<file path="config.mk">
export PLATFORM = sky130hd
export DESIGN_NAME = alu_addsub_stage_flat
export DESIGN_NICKNAME = d
export VERILOG_FILES = /design/src/rtl/alu_addsub_stage_if.sv /design/src/rtl/alu_addsub_stage.sv /design/src/flat_wrapper.sv
export SDC_FILE = /design/constraint.sdc
export NUM_CORES = 1
export LEC_CHECK = 0
export CORE_UTILIZATION = 42
export DETAILED_ROUTE_END_ITERATION = 10
export GPL_ROUTABILITY_DRIVEN = 0
export GPL_TIMING_DRIVEN = 1
export PLACE_DENSITY = 0.87
export SYNTH_ARGS = -nofsm -noshare
export SYNTH_HDL_FRONTEND = slang
export SYNTH_SLANG_ARGS = --single-unit
</file>
<file path="constraint.sdc">
create_clock -name clk -period 1.6 [get_ports clk]
set_input_delay 0.24 -clock clk [delete_from_list [all_inputs] [get_ports clk]]
set_output_delay 0.24 -clock clk [all_outputs]
set_load 0.02 [all_outputs]
</file>
<file path="src/rtl/alu_addsub_stage_if.sv">
// alu_addsub_stage_if: upstream, downstream and adder signals of the add/sub execute stage
interface alu_addsub_stage_if #(parameter int WIDTH = 32);
    logic             in_valid;
    logic             in_ready;
    logic [1:0]       in_op;
    logic [WIDTH-1:0] in_a;
    logic [WIDTH-1:0] in_b;
    logic [WIDTH-1:0] add_a;
    logic [WIDTH-1:0] add_b;
    logic             add_cin;
    logic [WIDTH-1:0] add_s;
    logic             add_cout;
    logic             out_valid;
    logic             out_ready;
    logic [WIDTH-1:0] out_result;
    logic             out_wen;
    logic [3:0]       out_flags;
    logic             carry_flag;

    modport slave (
        input  in_valid, in_op, in_a, in_b, add_s, add_cout, out_ready,
        output in_ready, add_a, add_b, add_cin, out_valid, out_result, out_wen, out_flags, carry_flag
    );

    modport master (
        output in_valid, in_op, in_a, in_b, add_s, add_cout, out_ready,
        input  in_ready, add_a, add_b, add_cin, out_valid, out_result, out_wen, out_flags, carry_flag
    );
endinterface

</file>
<file path="src/rtl/alu_addsub_stage.sv">
// alu_addsub_stage: two-stage add/sub execute stage driving an external carry-lookahead adder
module alu_addsub_stage #(
    parameter int WIDTH = 32
) (
    input logic                clk,
    input logic                rst_n,
    alu_addsub_stage_if.slave  bus
);
    typedef enum logic [1:0] {OP_ADD = 2'b00, OP_SUB = 2'b01, OP_ADDC = 2'b10, OP_CMP = 2'b11} op_e;

    logic             valid_a_q, valid_a_d;
    op_e              op_a_q, op_a_d;
    logic [WIDTH-1:0] a_a_q, a_a_d;
    logic [WIDTH-1:0] b_a_q, b_a_d;
    logic             valid_b_q, valid_b_d;
    logic [WIDTH-1:0] result_q, result_d;
    logic             wen_q, wen_d;
    logic [3:0]       flags_q, flags_d;
    logic             carry_q, carry_d;

    logic             advance_b, advance_a, accept, sub_w;
    logic [WIDTH-1:0] add_b_w;
    logic [3:0]       flags_w;

    assign advance_b = !valid_b_q || bus.out_ready;
    assign advance_a = valid_a_q && advance_b;
    assign accept    = bus.in_valid && bus.in_ready;
    assign sub_w     = op_a_q == OP_SUB || op_a_q == OP_CMP;

    // Idle stage A parks the adder b/cin at zero so it does not toggle
    assign add_b_w     = !valid_a_q ? '0 : sub_w ? ~b_a_q : b_a_q;
    assign bus.add_a   = a_a_q;
    assign bus.add_b   = add_b_w;
    assign bus.add_cin = valid_a_q && (sub_w || (op_a_q == OP_ADDC && carry_q));

    assign flags_w = {bus.add_s[WIDTH-1],
                      bus.add_s == '0,
                      bus.add_cout,
                      (a_a_q[WIDTH-1] == add_b_w[WIDTH-1]) && (bus.add_s[WIDTH-1] != a_a_q[WIDTH-1])};

    assign bus.in_ready   = !valid_a_q || advance_b;
    assign bus.out_valid  = valid_b_q;
    assign bus.out_result = result_q;
    assign bus.out_wen    = wen_q;
    assign bus.out_flags  = flags_q;
    assign bus.carry_flag = carry_q;

    // Next state: load A on accept, move A into B (and latch carry) when B can take it
    always_comb begin
        valid_a_d = accept ? 1'b1 : advance_a ? 1'b0 : valid_a_q;
        op_a_d    = accept ? op_e'(bus.in_op) : op_a_q;
        a_a_d     = accept ? bus.in_a : a_a_q;
        b_a_d     = accept ? bus.in_b : b_a_q;
        valid_b_d = advance_b ? valid_a_q : valid_b_q;
        result_d  = advance_a ? bus.add_s : result_q;
        wen_d     = advance_a ? op_a_q != OP_CMP : wen_q;
        flags_d   = advance_a ? flags_w : flags_q;
        carry_d   = advance_a ? bus.add_cout : carry_q;
    end

    // Pipeline registers; reset discards any in-flight operations
    always_ff @(posedge clk or negedge rst_n) begin
        if (!rst_n) begin
            valid_a_q <= 1'b0;
            op_a_q    <= OP_ADD;
            a_a_q     <= '0;
            b_a_q     <= '0;
            valid_b_q <= 1'b0;
            result_q  <= '0;
            wen_q     <= 1'b0;
            flags_q   <= '0;
            carry_q   <= 1'b0;
        end else begin
            valid_a_q <= valid_a_d;
            op_a_q    <= op_a_d;
            a_a_q     <= a_a_d;
            b_a_q     <= b_a_d;
            valid_b_q <= valid_b_d;
            result_q  <= result_d;
            wen_q     <= wen_d;
            flags_q   <= flags_d;
            carry_q   <= carry_d;
        end
    end
endmodule

</file>
<file path="src/flat_wrapper.sv">
// flat-port wrapper written by rule: the top's interface ports become plain ports
module alu_addsub_stage_flat 
#(
    parameter int WIDTH = 32
)
  (clk, rst_n, bus_in_valid, bus_in_op, bus_in_a, bus_in_b, bus_add_s, bus_add_cout, bus_out_ready, bus_in_ready, bus_add_a, bus_add_b, bus_add_cin, bus_out_valid, bus_out_result, bus_out_wen, bus_out_flags, bus_carry_flag);
  alu_addsub_stage_if #(.WIDTH(WIDTH)) bus_i ();
  input logic clk;
  input logic rst_n;
  input wire logic [$bits(bus_i.in_valid)-1:0] bus_in_valid;
  input wire logic [$bits(bus_i.in_op)-1:0] bus_in_op;
  input wire logic [$bits(bus_i.in_a)-1:0] bus_in_a;
  input wire logic [$bits(bus_i.in_b)-1:0] bus_in_b;
  input wire logic [$bits(bus_i.add_s)-1:0] bus_add_s;
  input wire logic [$bits(bus_i.add_cout)-1:0] bus_add_cout;
  input wire logic [$bits(bus_i.out_ready)-1:0] bus_out_ready;
  output wire logic [$bits(bus_i.in_ready)-1:0] bus_in_ready;
  output wire logic [$bits(bus_i.add_a)-1:0] bus_add_a;
  output wire logic [$bits(bus_i.add_b)-1:0] bus_add_b;
  output wire logic [$bits(bus_i.add_cin)-1:0] bus_add_cin;
  output wire logic [$bits(bus_i.out_valid)-1:0] bus_out_valid;
  output wire logic [$bits(bus_i.out_result)-1:0] bus_out_result;
  output wire logic [$bits(bus_i.out_wen)-1:0] bus_out_wen;
  output wire logic [$bits(bus_i.out_flags)-1:0] bus_out_flags;
  output wire logic [$bits(bus_i.carry_flag)-1:0] bus_carry_flag;
  assign bus_i.in_valid = bus_in_valid;
  assign bus_i.in_op = bus_in_op;
  assign bus_i.in_a = bus_in_a;
  assign bus_i.in_b = bus_in_b;
  assign bus_i.add_s = bus_add_s;
  assign bus_i.add_cout = bus_add_cout;
  assign bus_i.out_ready = bus_out_ready;
  assign bus_in_ready = bus_i.in_ready;
  assign bus_add_a = bus_i.add_a;
  assign bus_add_b = bus_i.add_b;
  assign bus_add_cin = bus_i.add_cin;
  assign bus_out_valid = bus_i.out_valid;
  assign bus_out_result = bus_i.out_result;
  assign bus_out_wen = bus_i.out_wen;
  assign bus_out_flags = bus_i.out_flags;
  assign bus_carry_flag = bus_i.carry_flag;
  alu_addsub_stage #(.WIDTH(WIDTH)) u_core (.clk(clk), .rst_n(rst_n), .bus(bus_i));
endmodule
</file>
; Word level (Yosys, flattened, before mapping)
; Index checks and enable logic that the tools add are counted.
[word_totals]
in_bits = 103
output_inout_bits = 105
register_bits = 106
[classes]
mux = 4
n_bitwise = 1
n_eq_ne = 6
n_reduce_logical = 13
[op_table]
columns = op, count
row1 = 2-to-1 mux 32 bit, 2
row2 = zero test 32 bit, 1
row3 = NOT 32 bit, 1
row4 = logical AND 1 bit, 5
row5 = equality test 2 bit (second input constant), 2
row6 = logical OR 1 bit, 4
row7 = equality test 2 x 1 -> 1 bit (second input constant), 1
row8 = zero test 1 bit, 2
row9 = 2-to-1 mux 1 bit, 2
row10 = inequality test 2 bit (second input constant), 1
row11 = nonzero test 2 bit, 1
row12 = equality test 1 bit, 1
row13 = inequality test 1 bit, 1

; Longest topological paths before layout
[logic_depth]
ltp_word = 6
mapped_depth = 6
depth_no_buf = 3

; Worst setup path before layout
; OpenSTA, ideal clock, no wires.
[synth_timing]
kind = register to register
startpoint = register u_core.valid_b_q (netlist: u_core.bus.out_valid)
endpoint = register u_core.b_a_q[0]
n_path_buf = 2
path_slack_ns = 0.106
t_arrival_ns = 1.369
stages_incl_launch_ff = 6
path_cell_list = dfrtp_1 > nand3b_4 > nand2_4 > buf_6 > buf_12 > mux2_4
[synth_via]
elab_chain_len = 4
[synth_rtl]
columns = item, line
row1 = from (decl), alu_addsub_stage.sv:15  ; logic valid_b_q, valid_b_d;
row2 = from (signal assigned), alu_addsub_stage.sv:78  ; valid_b_q <= valid_b_d;
row3 = zero test 1 bit, alu_addsub_stage.sv:25  ; assign advance_b = !valid_b_q || bus.out_ready;
row4 = logical OR 1 bit, alu_addsub_stage.sv:25
row5 = logical OR 1 bit, alu_addsub_stage.sv:41  ; assign bus.in_ready = !valid_a_q || advance_b;
row6 = via bus_in_ready, flat_wrapper.sv:17  ; output wire logic [$bits(bus_i.in_ready)-1:0] bus_in_ready;
row7 = logical AND 1 bit, alu_addsub_stage.sv:27  ; assign accept = bus.in_valid && bus.in_ready;
row8 = to (signal assigned), alu_addsub_stage.sv:67  ; b_a_q <= '0;
row9 = to (signal assigned), alu_addsub_stage.sv:77  ; b_a_q <= b_a_d;
row10 = to (decl), alu_addsub_stage.sv:14  ; logic [WIDTH-1:0] b_a_q, b_a_d;
; The timed path passes the listed nets, and every way through them passes these cells.
; A chain may end at the register's enable or synchronous reset.

; Final worst setup path
[layout_timing]
startpoint = register u_core.op_a_q[0]
endpoint = output port bus_add_b[29]
[layout_via]
elab_chain_len = 4
elab_cells_between_ends = 5
[layout_rtl]
columns = item, line
row1 = from (decl), alu_addsub_stage.sv:12  ; op_e op_a_q, op_a_d;
row2 = from (signal assigned), alu_addsub_stage.sv:75  ; op_a_q <= op_a_d;
row3 = equality test 2 x 1 -> 1 bit / equality test 2 bit (equally long branches), alu_addsub_stage.sv:28  ; assign sub_w = op_a_q == OP_SUB || op_a_q == OP_CMP;
row4 = logical OR 1 bit *, alu_addsub_stage.sv:28
row5 = 2-to-1 mux 32 bit * (2 in a row), alu_addsub_stage.sv:31  ; assign add_b_w = !valid_a_q ? '0 : sub_w ? ~b_a_q : b_a_q;
row6 = to (decl), flat_wrapper.sv:19  ; output wire logic [$bits(bus_i.add_b)-1:0] bus_add_b;
; Mark *: on every way between the ends. The rest lies on a longest branch, timed or not.

==> impl_metrics.tcl <==
set metrics [dict create \
    ys_warn_count 0 \
    yosysTopAreaCell "dfrtp_1" \
    num_rows 38 \
    regArea_um2 2600 \
    arrival_ns 1.52 \
    dieArea_um2 11500 \
    synth_fp_nets 419 \
    synth_xor_area_share_pct 6.01 \
    synth.distinct_cells 25 \
    insertion_delay_ns 0.35 \
    rsz0062_at_grt "true" \
    avgSynthCellArea_um2 14.8 \
    seq_area_frac_synth_pct 55.8 \
    setup_viol 25 \
    antenna_found_initial 0 \
    required_ns 1.36 \
    layoutNonFillerInstCount 686 \
    ant_nets 0 \
    cts-root-buf "clkbuf_8" \
    placed_area_um2 6960 \
    cts_buffer_depth 2 \
    max_slew_margin_pct 73.6 \
    drc_errors 0 \
    nNetsFinal 644 \
    worstPathMaxFanout 5 \
    die_h_um 107 \
    fin_worst_skew_ns 0.0105 \
    multi_input_area_um2 1960 \
    vias_per_cell 4.79 \
    grt_first_pass_wirelength_um 18300 \
    critPathKind "reg -> out" \
    ios 208 \
    cts.sinks 104 \
    p_leak_nw 3.62 \
    cts_tree "done" \
    fin_ws_ns -0.157 \
    drtIter0Drc 78 \
    finalHoldViolations 0 \
    syn_area_um2 4660 \
    critPathCaptureType "output pin" \
    period_minus_slack_ns 1.76 \
    fin_crit_sh_pct 110 \
    drive_gt1_share_pct 35.3 \
    muxShareOfSynthArea_pct 27.1 \
    synth_edf_count 0 \
    core_area_um2 10800 \
    start_util_pct 43.0 \
    area_growth_pct 57.7 \
    vdd_drop_max_uv 713 \
    hp-class "in -> async" \
    h-tree-depth 3 \
    design_area_um2 7350 \
    status "finished, violations left" \
    final_common_cell "clkdlybuf4s50_1" \
    crit_path_start_kind "register" \
    ys_ff_latch 104 \
    synth_simple_gate_area_share_pct 5.48 \
    synth_top_family_by_area "multiplexers" \
    dr_total_vias 3289 \
    grt_pass1_vias 3617 \
    synth_top_area_share_pct 55.8 \
    fillers 830 \
    hpwl_um 8950 \
    grt_use_total_pct 20.9 \
    clk_pin_slew_ns 0.10 \
    synth-adder-area-share_pct 0 \
    wl_per_cell_um 17.4 \
    synthTopCellsByArea "dfrtp_1, mux2_2, mux2_4, xnor2_1, nor2_1" \
    numCtsBuffers 9 \
    power-per-cell-area_nw_per_um2 1100 \
    die_w_um 107 \
    num_antenna_cells 0 \
    synth_cells 316 \
    drv_cap 0 \
    grt_max_degree 57 \
    synth_compound_area_share_pct 1.15 \
    drt_first_pass_iters 4 \
    async_flop_share_pct 100 \
    drv_slew 0 \
    violations "negative setup slack" \
    tightest_slew_ns 0.392 \
    most-common-layout-cells "clkdlybuf4s50_1, dfrtp_1, mux2_2" \
    fmax_mhz 569 \
    dp.cells 663 \
    drt-total-wl_um 12000 \
    io_buffer_count 207 \
    dominantRegCellSynth "dfrtp_1" \
    grt_overflow 0 \
]
==> path summary, 6_finish.rpt <==
| kind | cells after the start | end | start | slack [ns] |
|---|---|---|---|---|
| setup / recovery | 5 | bus_add_b[29] | u_core.op_a_q[0] | -0.16 |
| hold / removal | 3 | u_core.bus.out_result[2] | rst_n | 0.42 |
| setup reg to reg | 5 | u_core.bus.out_flags[0] | u_core.op_a_q[0] | 0.14 |
| hold reg to reg | 1 | u_core.bus.out_result[21] | u_core.bus.out_result[21] | 0.51 |
| max in group asynchronous | 3 | u_core.op_a_q[0] | rst_n | 0.90 |
| min in group clk | 2 | u_core.b_a_q[28] | bus_in_b[28] | 0.49 |
==> per-stage QoR <==
stage	setup TNS [ns]	setup slack (ns)	util, %	power (mW)	hold WS, ns
finish	-1.82	-0.157	67.8	8.06	0.423
global route	-4.30	-0.243	67.8	8.44	0.451
CTS	-2.00	-0.165	65.8	8.09	0.429
detailed placement	-9.73	-0.138	64.2	6.46	0.271
global placement	-7.35	-0.129	64.2	6.37	0.264
floorplan	0	0.106	-	4.93	-0.0556
==> Yosys cell counts, types with 2 or more instances <==
| cell | number |
|---|---|
| a21oi_1 | 3 |
| dfrtp_1 | 104 |
| buf_1 | 3 |
| nor4_1 | 8 |
| xnor2_1 | 31 |
| mux2_4 | 40 |
| and2_1 | 2 |
| a31oi_1 | 2 |
| nor2_1 | 32 |
| buf_12 | 4 |
| nand2b_1 | 2 |
| buf_2 | 4 |
| mux2_2 | 59 |
| nand4_1 | 3 |
| inv_1 | 2 |
| buf_6 | 5 |
| buf_4 | 4 |
==> power breakdown <==
| group | total [mW] | internal [mW] | switching, mW | leakage [nW] |
|---|---|---|---|---|
| clock network | 1.68 | 0.779 | 0.899 | 0.100 |
| logic | 3.08 | 1.68 | 1.40 | 2.31 |
| registers | 3.30 | 3.03 | 0.267 | 1.21 |
| total | 8.06 | 5.50 | 2.56 | 3.62 |
==> timing repair <==
action / CTS / global route
gates resized for setup: 177 / 67
buffers inserted: 4 / 2
cloned: 1 / 0
endpoints found under the hold margin: 104 / 0
pin swaps: 0 / 5
endpoints found under the setup margin: 49 / 78
hold buffers: 1 / 0
==> cell families after synthesis <==
| logic type | after synthesis |
|---|---|
| mux | 99 |
| compound gates | 8 |
| xor+xnor | 32 |
| flops | 104 |
| simple gates | 51 |
| buf+inv | 22 |
==> worst max-delay path, stage by stage, from the launching register on <==
cell and delay (ns):
dfrtp_2 0.47, buf_12 0.16, buf_12 0.13, xnor2_2 0.12, nor2_1 0.13, buf_4 0.16
==> layer usage <==
| metal | track usage [%] | share of wire, % | wire length, um |
|---|---|---|---|
| met4 | 8.90 | 3.2 | 383 |
| met5 | 0 | 0 | 0 |
| met3 | 7.08 | 7.9 | 939 |
| met1 | 22.4 | 37 | 4440 |
| met2 | 37.4 | 52 | 6190 |
==> sequential cells by signal (all words and copies together), names as in the netlist <==
name                   flops
u_core.bus.out_result     31
u_core.bus.out_valid       1
u_core.bus.add_a          32
u_core.op_a_q              2
u_core.bus.out_wen         1
u_core.bus.out_flags       4
u_core.b_a_q              32
u_core.valid_a_q           1
==> cell type report <==
| type | count | area share (%) |
|---|---|---|
| Sequential cell | 104 | 35.4 |
| Timing Repair Buffer | 234 | 32.7 |
| Multi-Input combinational cell | 190 | 26.6 |
| Tap cell | 140 | 2.38 |
| Clock buffer | 11 | 1.92 |
| Clock inverter | 5 | 0.868 |
| Inverter | 2 | 0.102 |
Note: power is estimated with default switching activity, not from simulation.
